--- src/rtl/fir_tap_sequencer_if.sv ---
// Bus bundle for fir_tap_sequencer: sample intake, coefficient port,
// multiplier/adder feed and result handshake.
interface fir_tap_sequencer_if #(
    parameter int DW   = 16,
    parameter int ACCW = 32,
    parameter int AW   = 2
);
    logic            s_valid;
    logic            s_ready;
    logic [DW-1:0]   s_data;
    logic            coef_we;
    logic [AW-1:0]   coef_addr;
    logic [DW-1:0]   coef_data;
    logic [DW-1:0]   mul_a;
    logic [DW-1:0]   mul_b;
    logic            op_valid;
    logic            acc_clr;
    logic [ACCW-1:0] acc_res;
    logic            y_valid;
    logic            y_ready;
    logic [ACCW-1:0] y_data;
    logic            busy;

    modport slave (
        input  s_valid, s_data, coef_we, coef_addr, coef_data, acc_res, y_ready,
        output s_ready, mul_a, mul_b, op_valid, acc_clr, y_valid, y_data, busy
    );

    modport master (
        output s_valid, s_data, coef_we, coef_addr, coef_data, acc_res, y_ready,
        input  s_ready, mul_a, mul_b, op_valid, acc_clr, y_valid, y_data, busy
    );
endinterface

--- src/rtl/fir_tap_sequencer.sv ---
// FIR control/operand feed: circular sample line, coefficient file, tap
// issue to an external registered multiply/accumulate, result hold.
module fir_tap_sequencer #(
    parameter int NTAPS = 4,
    parameter int DW    = 16,
    parameter int ACCW  = 32,
    parameter int AW    = 2
) (
    input  logic                clk,
    input  logic                rst,
    fir_tap_sequencer_if.slave  bus
);
    typedef enum logic [1:0] {
        IDLE  = 2'd0,
        RUN   = 2'd1,
        DRAIN = 2'd2,
        HOLD  = 2'd3
    } state_t;

    state_t          r_state;
    state_t          w_state_nxt;

    logic [DW-1:0]   r_smp  [NTAPS];
    logic [DW-1:0]   r_coef [NTAPS];
    logic [AW-1:0]   r_wr_ptr;
    logic [AW-1:0]   r_newest;
    logic [AW-1:0]   r_tap;
    logic            r_run_done;
    logic            r_drain;
    logic            r_first;
    logic            r_acc_clr;
    logic            r_op_valid;
    logic [DW-1:0]   r_mul_a;
    logic [DW-1:0]   r_mul_b;
    logic [ACCW-1:0] r_y_data;
    logic            w_accept;
    logic [AW-1:0]   w_rd_idx;

    assign w_accept = (r_state == IDLE) && bus.s_valid;
    assign w_rd_idx = r_newest - r_tap;

    always_ff @(posedge clk) begin
        if (rst) begin
            r_state <= IDLE;
        end else begin
            r_state <= w_state_nxt;
        end
    end

    // RUN spans NTAPS issue edges plus one cycle showing the last tap.
    always_comb begin
        w_state_nxt = r_state;
        case (r_state)
            IDLE:    if (bus.s_valid) w_state_nxt = RUN;
            RUN:     if (r_run_done)  w_state_nxt = DRAIN;
            DRAIN:   if (r_drain)     w_state_nxt = HOLD;
            HOLD:    if (bus.y_ready) w_state_nxt = IDLE;
            default: w_state_nxt = IDLE;
        endcase
    end

    always_ff @(posedge clk) begin
        if (rst) begin
            for (int unsigned i = 0; i < NTAPS; i++) begin
                r_smp[i]  <= '0;
                r_coef[i] <= '0;
            end
            r_wr_ptr   <= '0;
            r_newest   <= '0;
            r_tap      <= '0;
            r_run_done <= 1'b0;
            r_drain    <= 1'b0;
            r_first    <= 1'b0;
            r_acc_clr  <= 1'b0;
            r_op_valid <= 1'b0;
            r_mul_a    <= '0;
            r_mul_b    <= '0;
            r_y_data   <= '0;
        end else begin
            r_op_valid <= 1'b0;
            r_mul_a    <= '0;
            r_mul_b    <= '0;
            r_first    <= 1'b0;
            r_acc_clr  <= r_first;
            r_drain    <= (r_state == DRAIN) && !r_drain;

            if (w_accept) begin
                r_smp[r_wr_ptr] <= bus.s_data;
                r_newest        <= r_wr_ptr;
                r_wr_ptr        <= r_wr_ptr + AW'(1);
            end

            if (r_state == IDLE) begin
                r_run_done <= 1'b0;
                r_tap      <= '0;
                if (bus.coef_we) begin
                    r_coef[bus.coef_addr] <= bus.coef_data;
                end
            end

            if ((r_state == RUN) && !r_run_done) begin
                r_mul_a    <= r_smp[w_rd_idx];
                r_mul_b    <= r_coef[r_tap];
                r_op_valid <= 1'b1;
                r_first    <= (r_tap == '0);
                r_tap      <= r_tap + AW'(1);
                if (r_tap == AW'(NTAPS - 1)) begin
                    r_run_done <= 1'b1;
                end
            end

            // Accumulator holds the final sum on the second DRAIN cycle.
            if ((r_state == DRAIN) && r_drain) begin
                r_y_data <= bus.acc_res;
            end
        end
    end

    assign bus.s_ready  = (r_state == IDLE) && !rst;
    assign bus.busy     = (r_state != IDLE);
    assign bus.y_valid  = (r_state == HOLD);
    assign bus.y_data   = r_y_data;
    assign bus.op_valid = r_op_valid;
    assign bus.acc_clr  = r_acc_clr;
    assign bus.mul_a    = r_mul_a;
    assign bus.mul_b    = r_mul_b;
endmodule
--- src/flat_wrapper.sv ---
// flat-port wrapper written by rule: the top's interface ports become plain ports
module fir_tap_sequencer_flat 
#(
    parameter int NTAPS = 4,
    parameter int DW    = 16,
    parameter int ACCW  = 32,
    parameter int AW    = 2
)
  (clk, rst, bus_s_valid, bus_s_data, bus_coef_we, bus_coef_addr, bus_coef_data, bus_acc_res, bus_y_ready, bus_s_ready, bus_mul_a, bus_mul_b, bus_op_valid, bus_acc_clr, bus_y_valid, bus_y_data, bus_busy);
  fir_tap_sequencer_if #(.DW(DW), .ACCW(ACCW), .AW(AW)) bus_i ();
  input  logic clk;
  input  logic rst;
  input wire logic [$bits(bus_i.s_valid)-1:0] bus_s_valid;
  input wire logic [$bits(bus_i.s_data)-1:0] bus_s_data;
  input wire logic [$bits(bus_i.coef_we)-1:0] bus_coef_we;
  input wire logic [$bits(bus_i.coef_addr)-1:0] bus_coef_addr;
  input wire logic [$bits(bus_i.coef_data)-1:0] bus_coef_data;
  input wire logic [$bits(bus_i.acc_res)-1:0] bus_acc_res;
  input wire logic [$bits(bus_i.y_ready)-1:0] bus_y_ready;
  output wire logic [$bits(bus_i.s_ready)-1:0] bus_s_ready;
  output wire logic [$bits(bus_i.mul_a)-1:0] bus_mul_a;
  output wire logic [$bits(bus_i.mul_b)-1:0] bus_mul_b;
  output wire logic [$bits(bus_i.op_valid)-1:0] bus_op_valid;
  output wire logic [$bits(bus_i.acc_clr)-1:0] bus_acc_clr;
  output wire logic [$bits(bus_i.y_valid)-1:0] bus_y_valid;
  output wire logic [$bits(bus_i.y_data)-1:0] bus_y_data;
  output wire logic [$bits(bus_i.busy)-1:0] bus_busy;
  assign bus_i.s_valid = bus_s_valid;
  assign bus_i.s_data = bus_s_data;
  assign bus_i.coef_we = bus_coef_we;
  assign bus_i.coef_addr = bus_coef_addr;
  assign bus_i.coef_data = bus_coef_data;
  assign bus_i.acc_res = bus_acc_res;
  assign bus_i.y_ready = bus_y_ready;
  assign bus_s_ready = bus_i.s_ready;
  assign bus_mul_a = bus_i.mul_a;
  assign bus_mul_b = bus_i.mul_b;
  assign bus_op_valid = bus_i.op_valid;
  assign bus_acc_clr = bus_i.acc_clr;
  assign bus_y_valid = bus_i.y_valid;
  assign bus_y_data = bus_i.y_data;
  assign bus_busy = bus_i.busy;
  fir_tap_sequencer #(.NTAPS(NTAPS), .DW(DW), .ACCW(ACCW), .AW(AW)) u_core (.clk(clk), .rst(rst), .bus(bus_i));
endmodule
--- config.mk ---
export PLATFORM = sky130hd
export DESIGN_NAME = fir_tap_sequencer_flat
export DESIGN_NICKNAME = d
export VERILOG_FILES = /design/src/rtl/fir_tap_sequencer_if.sv /design/src/rtl/fir_tap_sequencer.sv /design/src/flat_wrapper.sv
export SDC_FILE = /design/constraint.sdc
export NUM_CORES = 1
export LEC_CHECK = 0
export BUFFER_PORTS_ARGS = -buffer_cell sky130_fd_sc_hd__buf_2
export CORE_ASPECT_RATIO = 1.1
export CORE_MARGIN = 3
export CORE_UTILIZATION = 60
export CTS_CLUSTER_SIZE = 40
export DETAILED_ROUTE_END_ITERATION = 10
export GPL_TIMING_DRIVEN = 0
export HOLD_SLACK_MARGIN = 0.1
export PLACE_DENSITY = 0.84
export SYNTH_ARGS = -nofsm -noshare
export SYNTH_HDL_FRONTEND = slang
export SYNTH_SLANG_ARGS = --single-unit
--- constraint.sdc ---
create_clock -name clk -period 4.6 [get_ports clk]
set_clock_uncertainty 0.05 [all_clocks]
set_input_delay 0.69 -clock clk [delete_from_list [all_inputs] [get_ports clk]]
set_output_delay 0.69 -clock clk [all_outputs]
set_load 0.02 [all_outputs]
==> impl_metrics.env, run 1 <==
export IMPL_maxSlewHeadroom_pct=40.68
export IMPL_dpl_worst_slack_ns=2.133
export IMPL_numPortBuffers=138
export IMPL_min_path_cells=2
export IMPL_syn_avg_cell_area_um2=13.85
export IMPL_num_rows=44
export IMPL_numCtsBuffers=21
export IMPL_grt_setup_unrepaired="no"
export IMPL_final_cell_mix="139 x buf_2, 130 x and2_1, 128 x edfxtp_1"
export IMPL_post_route_period_util_pct=60.45
export IMPL_synth_seq_cells=205
export IMPL_finalInstanceArea_um2=9814
export IMPL_die_h_um=129.1
export IMPL_max_cap_violations=0
export IMPL_cts_hold_buf=0
export IMPL_final_common_cell="buf_2"
export IMPL_timing_rr_end="u_core.r_smp[1][9]"
export IMPL_drc_errors=0
export IMPL_netlist_top_cell_by_area="edfxtp_1"
export IMPL_clock_sinks=205
export IMPL_setup_tns_final_ns=0
export IMPL_r2r_start="u_core.r_state[0]"
export IMPL_drv_slew=0
export IMPL_drive_above_1_share_pct=27.46
export IMPL_grt_pass1_wl_um=27850
export IMPL_synth_top_area_share_pct=46.50
export IMPL_h_tree_depth=1
export IMPL_power_density_nw_per_um2=483.2
export IMPL_min_from="rst"
export IMPL_gr_total_overflow=0
export IMPL_synthesis_nets=675
export IMPL_path_class="reg2out"
export IMPL_tritoncts="built"
export IMPL_drt_wl_total_um=17750
export IMPL_place_hpwl_um=11720
export IMPL_fin_nets=836
export IMPL_ys_seq_area_share_pct=65.14
export IMPL_endpoint_kind="output pin"
export IMPL_synth_warnings=0
export IMPL_start_kind="register"
export IMPL_wl_per_cell_um=18.51
export IMPL_rr_worst_depth=7
export IMPL_avgViaCountPerCell=5.455
export IMPL_crit_required_ns=3.86
export IMPL_grt_max_degree=17
export IMPL_min_to="u_core.bus.acc_clr"
export IMPL_worst_slew_pin_slew_ns=0.8898
export IMPL_vias=5231
export IMPL_cts_root_buf="clkbuf_16"
export IMPL_ff2ff_setup_slack_ns=2.31
export IMPL_drtAntennaViolNets=0
export IMPL_netlist_instances=597
export IMPL_place_congestion=0.7781
export IMPL_max_clock_path_buffers=3
export IMPL_arrival_ns=2.04
export IMPL_vdd_drop_max_v=0.0002910
export IMPL_synth_cell_types=36
export IMPL_cts_resized=0
export IMPL_clk_pin_slew_ns=0.06
export IMPL_antenna_found_initial=4
export IMPL_fmax_mhz=359.6
export IMPL_place_area_um2=9188
export IMPL_die_w_um=117.9
export IMPL_cp_max_fo=10
export IMPL_status="completed"
export IMPL_synthTopCellsByArea="edfxtp_1 46%, dfxtp_1 19%, and2_1 9.8%, mux4_1 5.1%, mux4_2 4.4%"
export IMPL_core_area_um2=13320
export IMPL_p_leak_nw=4.159
export IMPL_final_min_clock_period_ns=2.781
export IMPL_syn_area_um2=8267
export IMPL_grt_pass1_vias=5542
export IMPL_post_cts_buffers=0
export IMPL_clk_insertion_delay_late_ns=0.48
export IMPL_initial_core_util_pct=62.05
export IMPL_syn_to_final_growth_pct=18.72
export IMPL_drt_first_pass_iters=5
export IMPL_dieArea_um2=15220
export IMPL_first_iter_violations=371
export IMPL_num_io_pins=140
export IMPL_hold_path_class="in2reg"
export IMPL_track_usage_pct=23.31
export IMPL_finalWorstSetupSlack_ns=1.819
export IMPL_setup_viol=0
export IMPL_finalHoldViolCount=0
-- sequential cells by signal, indices dropped and copies added (netlist names), 2 cells and up --
| register | count |
|---|---|
| u_core.bus.y_data | 32 |
| u_core.r_coef | 64 |
| u_core.r_tap | 2 |
| u_core.r_state | 2 |
| u_core.r_smp | 64 |
| u_core.r_newest | 2 |
| u_core.bus.mul_a | 16 |
| u_core.r_wr_ptr | 2 |
| u_core.bus.mul_b | 16 |
-- kinds of logic after synthesis --
logic type	share of synthesized area, %
simple gates	18.34
flops	65.14
buf+inv	2.573
compound gates	2.709
mux	9.566
fa+ha+maj	1.059
xor+xnor	0.6054
-- synthesized netlist by cell type --
| cell type | instances |
|---|---|
| inv_2 | 1 |
| and2_1 | 130 |
| clkbuf_1 | 26 |
| nor2b_1 | 6 |
| and4b_1 | 1 |
| xor2_1 | 2 |
| a211oi_1 | 1 |
| nor2b_2 | 2 |
| mux2i_1 | 1 |
| mux4_1 | 16 |
| nor3_1 | 2 |
| nand2_4 | 1 |
| nor2_1 | 8 |
| nand3_1 | 2 |
| dfxtp_1 | 77 |
| and2b_2 | 1 |
| inv_1 | 5 |
| nand2_1 | 68 |
| nor3_4 | 1 |
| clkbuf_2 | 1 |
| a21oi_1 | 36 |
| nor4_2 | 1 |
| ha_1 | 7 |
| buf_4 | 5 |
| edfxtp_1 | 128 |
| buf_2 | 1 |
| and3b_1 | 1 |
| buf_6 | 4 |
| and3_1 | 33 |
| nor3b_4 | 2 |
| xnor2_2 | 2 |
| mux4_2 | 16 |
| or2_2 | 5 |
| a41o_1 | 2 |
| a22oi_1 | 1 |
| a31o_2 | 1 |
-- worst max-delay path, stage by stage, from the launching register on --
cell      delay (ns)
dfxtp_1         0.34
inv_1           0.09
ha_1            0.18
nor2b_2         0.13
buf_4           0.18
clkbuf_1        0.38
buf_2           0.25
-- final cells by class --
class	count	area, um2
plain buffers	37	190.2
flip-flops and latches	205	5385
well taps	184	230.2
clock buffers	27	569.3
inverters	6	22.52
repair buffers	138	690.7
clock inverters	10	50.05
multi-input cells	349	2669
diodes	3	7.507
fillers	849	3508
-- per-stage QoR --
stage,std cells,hold WS (ns),total power [mW],util (%)
global route,959,0.3601,4.933,73.67
CTS,956,0.3534,4.758,73.61
floorplan,597,0.3638,2.945,-
finish,959,0.3507,4.742,73.67
global placement,919,0.3889,3.193,68.96
detailed placement,919,0.3906,3.244,68.96
-- layer usage --
metal	part of all wire [%]	vias up	track usage, %	routed length [um]
met4	2.4	2	8.552	421
met1	37	2539	26.54	6501
met5	0.039	-	0	7
met3	7.1	26	4.278	1260
met2	54	221	44.22	9558
li1	-	2443	-	-
-- worst max-delay path by stage --
stage	start	to	slack, ns
global route	u_core.r_state[0]	bus_s_ready	1.74
global placement	rst	bus_s_ready	2.16
detailed placement	bus_s_valid	u_core.r_smp[3][3]	2.13
floorplan	rst	bus_s_ready	2.49
CTS	u_core.r_state[0]	bus_s_ready	1.83
finish	u_core.r_state[0]	bus_s_ready	1.82
-- power breakdown --
| group | leakage [nW] | switching, mW | internal (mW) |
|---|---|---|---|
| registers | 1.95 | 0.0743 | 2.17 |
| clock network | 0.308 | 0.658 | 0.874 |
| logic | 1.90 | 0.535 | 0.431 |
| total | 4.16 | 1.27 | 3.47 |
Note: power is estimated with default switching activity, not from simulation.
==> run 2: changes to the inputs <==
Settings changed: CORE_UTILIZATION 60 to 50, PLACE_DENSITY 0.84 to 0.75.
Clock period 4.6 ns to 2.4 ns, I/O delays scaled along.
==> run 2 against run 1 <==
Setup slack worse by 1.7 ns. Cell count is 5.0% higher. Hold slack worse by 0.22 ns. Combinational power is 98% higher. Critical path depth stayed put. Register-to-register slack worse by 2.2 ns. Sequential power is 92% higher. Via count is 3.8% higher. Highest routed layer unchanged.
==> impl_metrics.env, run 2 (synthesized netlist as in run 1, its figures left out) <==
export IMPL_grt_pass1_vias=5723
export IMPL_status="completed"
export IMPL_num_io_pins=140
export IMPL_p_leak_nw=4.344
export IMPL_arrival_ns=2.41
export IMPL_first_iter_violations=413
export IMPL_setup_viol=0
export IMPL_drtAntennaViolNets=0
export IMPL_max_clock_path_buffers=3
export IMPL_endpoint_kind="register"
export IMPL_tritoncts="built"
export IMPL_track_usage_pct=21.09
export IMPL_drc_errors=0
export IMPL_finalWorstSetupSlack_ns=0.07732
export IMPL_pwr_share_clk_pct=35.3
export IMPL_final_min_clock_period_ns=2.323
export IMPL_initial_core_util_pct=51.75
export IMPL_path_class="reg2reg"
export IMPL_h_tree_depth=1
export IMPL_vias=5430
export IMPL_r2r_start="u_core.r_state[1]"
export IMPL_numCtsBuffers=22
export IMPL_routed_top_layer="met5"
export IMPL_numPortBuffers=138
export IMPL_finalHoldViolCount=0
export IMPL_timing_rr_end="u_core.r_coef[1][8]"
export IMPL_wirelength_met1_um=7256
export IMPL_worst_slew_pin_slew_ns=0.9099
export IMPL_post_route_period_util_pct=96.78
export IMPL_p_int_mw=7.092
export IMPL_fin_util_pct=64.28
export IMPL_fmax_mhz=430.5
export IMPL_wl_met3_um=1297
export IMPL_antenna_found_initial=1
export IMPL_die_w_um=128.6
export IMPL_met2_length_um=10170
export IMPL_max_cap_violations=0
export IMPL_power_switching_mw=2.514
export IMPL_vdd_drop_max_v=0.0004971
export IMPL_clock_sinks=205
export IMPL_whs_ns=0.1272
export IMPL_switching_share_pct=26.17
export IMPL_wl_per_cell_um=19.02
export IMPL_ff2ff_setup_slack_ns=0.08
export IMPL_diodes=0
export IMPL_final_cell_mix="139 x buf_2, 130 x and2_1, 128 x edfxtp_1"
export IMPL_combPwrFrac_pct=19.9
export IMPL_maxSlewHeadroom_pct=39.34
export IMPL_core_area_um2=15980
export IMPL_power_density_nw_per_um2=935.5
export IMPL_finalInstanceArea_um2=10270
export IMPL_start_kind="register"
export IMPL_clk_pin_slew_ns=0.06
export IMPL_drive_above_1_share_pct=26.27
export IMPL_fin_nets=869
export IMPL_clk_insertion_delay_late_ns=0.49
export IMPL_dpl_worst_slack_ns=0.09889
export IMPL_crit_required_ns=2.49
export IMPL_avgViaCountPerCell=5.392
export IMPL_p_total_mw=9.606
export IMPL_seq_power_share_pct=44.7
export IMPL_numPlacedInstances=935
export IMPL_grt_pass1_wl_um=29970
export IMPL_final_common_cell="buf_2"
export IMPL_cp_max_fo=19
export IMPL_syn_to_final_growth_pct=24.22
export IMPL_cts_root_buf="clkbuf_16"
export IMPL_drt_wl_total_um=19160
export IMPL_hold_path_class="in2reg"
export IMPL_setup_tns_final_ns=0
export IMPL_rr_worst_depth=6
export IMPL_place_congestion=0.7521
export IMPL_dieArea_um2=18110
export IMPL_min_path_cells=2
export IMPL_place_hpwl_um=12360
export IMPL_grt_setup_unrepaired="no"
export IMPL_min_to="u_core.r_coef[0][4]"
export IMPL_min_from="bus_coef_data[4]"
export IMPL_gr_total_overflow=0
export IMPL_drt_first_pass_iters=6
export IMPL_drv_slew=0
export IMPL_die_h_um=140.9
export IMPL_num_rows=48
export IMPL_grt_max_degree=20
export IMPL_place_area_um2=9208
export IMPL_final_cells=1007
run 2: changes by cell type in the layout (fill, tap and decap cells not counted), sizes merged:
cell / delta
clkinvlp: -1
diode: -3
bufinv: +2
clkinv: -5
clkbuf: +6
dlygate4sd3: +33
run 2: what timing repair did:
item	CTS	global route
endpoints found under the hold margin	33	0
buffers inserted	0	0
gates resized for setup	0	3
endpoints found under the setup margin	1	44
hold buffers	33	0
run 2: worst max-delay path by stage:
stage                      startpoint                    to  slack, ns  cells after the start
finish              u_core.r_state[1]   u_core.r_coef[1][8]       0.08                      6
detailed placement  u_core.r_state[0]    u_core.r_smp[1][3]        0.1                      7
global route        u_core.r_state[0]  u_core.r_coef[1][13]      0.005                      6
CTS                 u_core.r_state[1]    u_core.r_smp[1][5]      0.003                      7
global placement    u_core.r_state[0]    u_core.r_smp[1][9]       0.17                      7
floorplan           u_core.r_state[0]   u_core.r_coef[1][0]       0.53                      6
run 2: power by group through the flow:
| stage | clock network, mW | registers (mW) | logic, mW |
|---|---|---|---|
| 5_1_grt | 3.58 | 4.33 | 2.07 |
| 6_report | 3.39 | 4.30 | 1.91 |
| 3_5_place_dp | 0 | 4.38 | 1.89 |
| 2_1_floorplan | 0 | 4.44 | 1.20 |
| 3_3_place_gp | 0 | 4.34 | 1.80 |
| 4_1_cts | 3.43 | 4.30 | 1.93 |
run 2: final cells by class:
type,count,area (um2)
Clock buffer,34,648.1
Inverter,6,22.52
Fill cell,1157,5707
Tap cell,200,250.2
Buffer,36,186.4
Clock inverter,6,78.83
Timing Repair Buffer,171,1021
Multi-Input combinational cell,349,2676
Sequential cell,205,5385
run 2: worst max-delay path, cell delays in order, from the launching register on:
cell and delay, ns:
dfxtp_1 0.34, inv_1 0.09, ha_1 0.18, nor2b_2 0.14, buf_4 0.24, and4b_1 0.43, or2_2 0.49
run 2: routing by layer:
| metal | GRT usage (%) | up-vias |
|---|---|---|
| met5 | 0 | - |
| met1 | 25.71 | 2659 |
| li1 | - | 2503 |
| met2 | 37.94 | 225 |
| met3 | 4.775 | 41 |
| met4 | 5.141 | 2 |
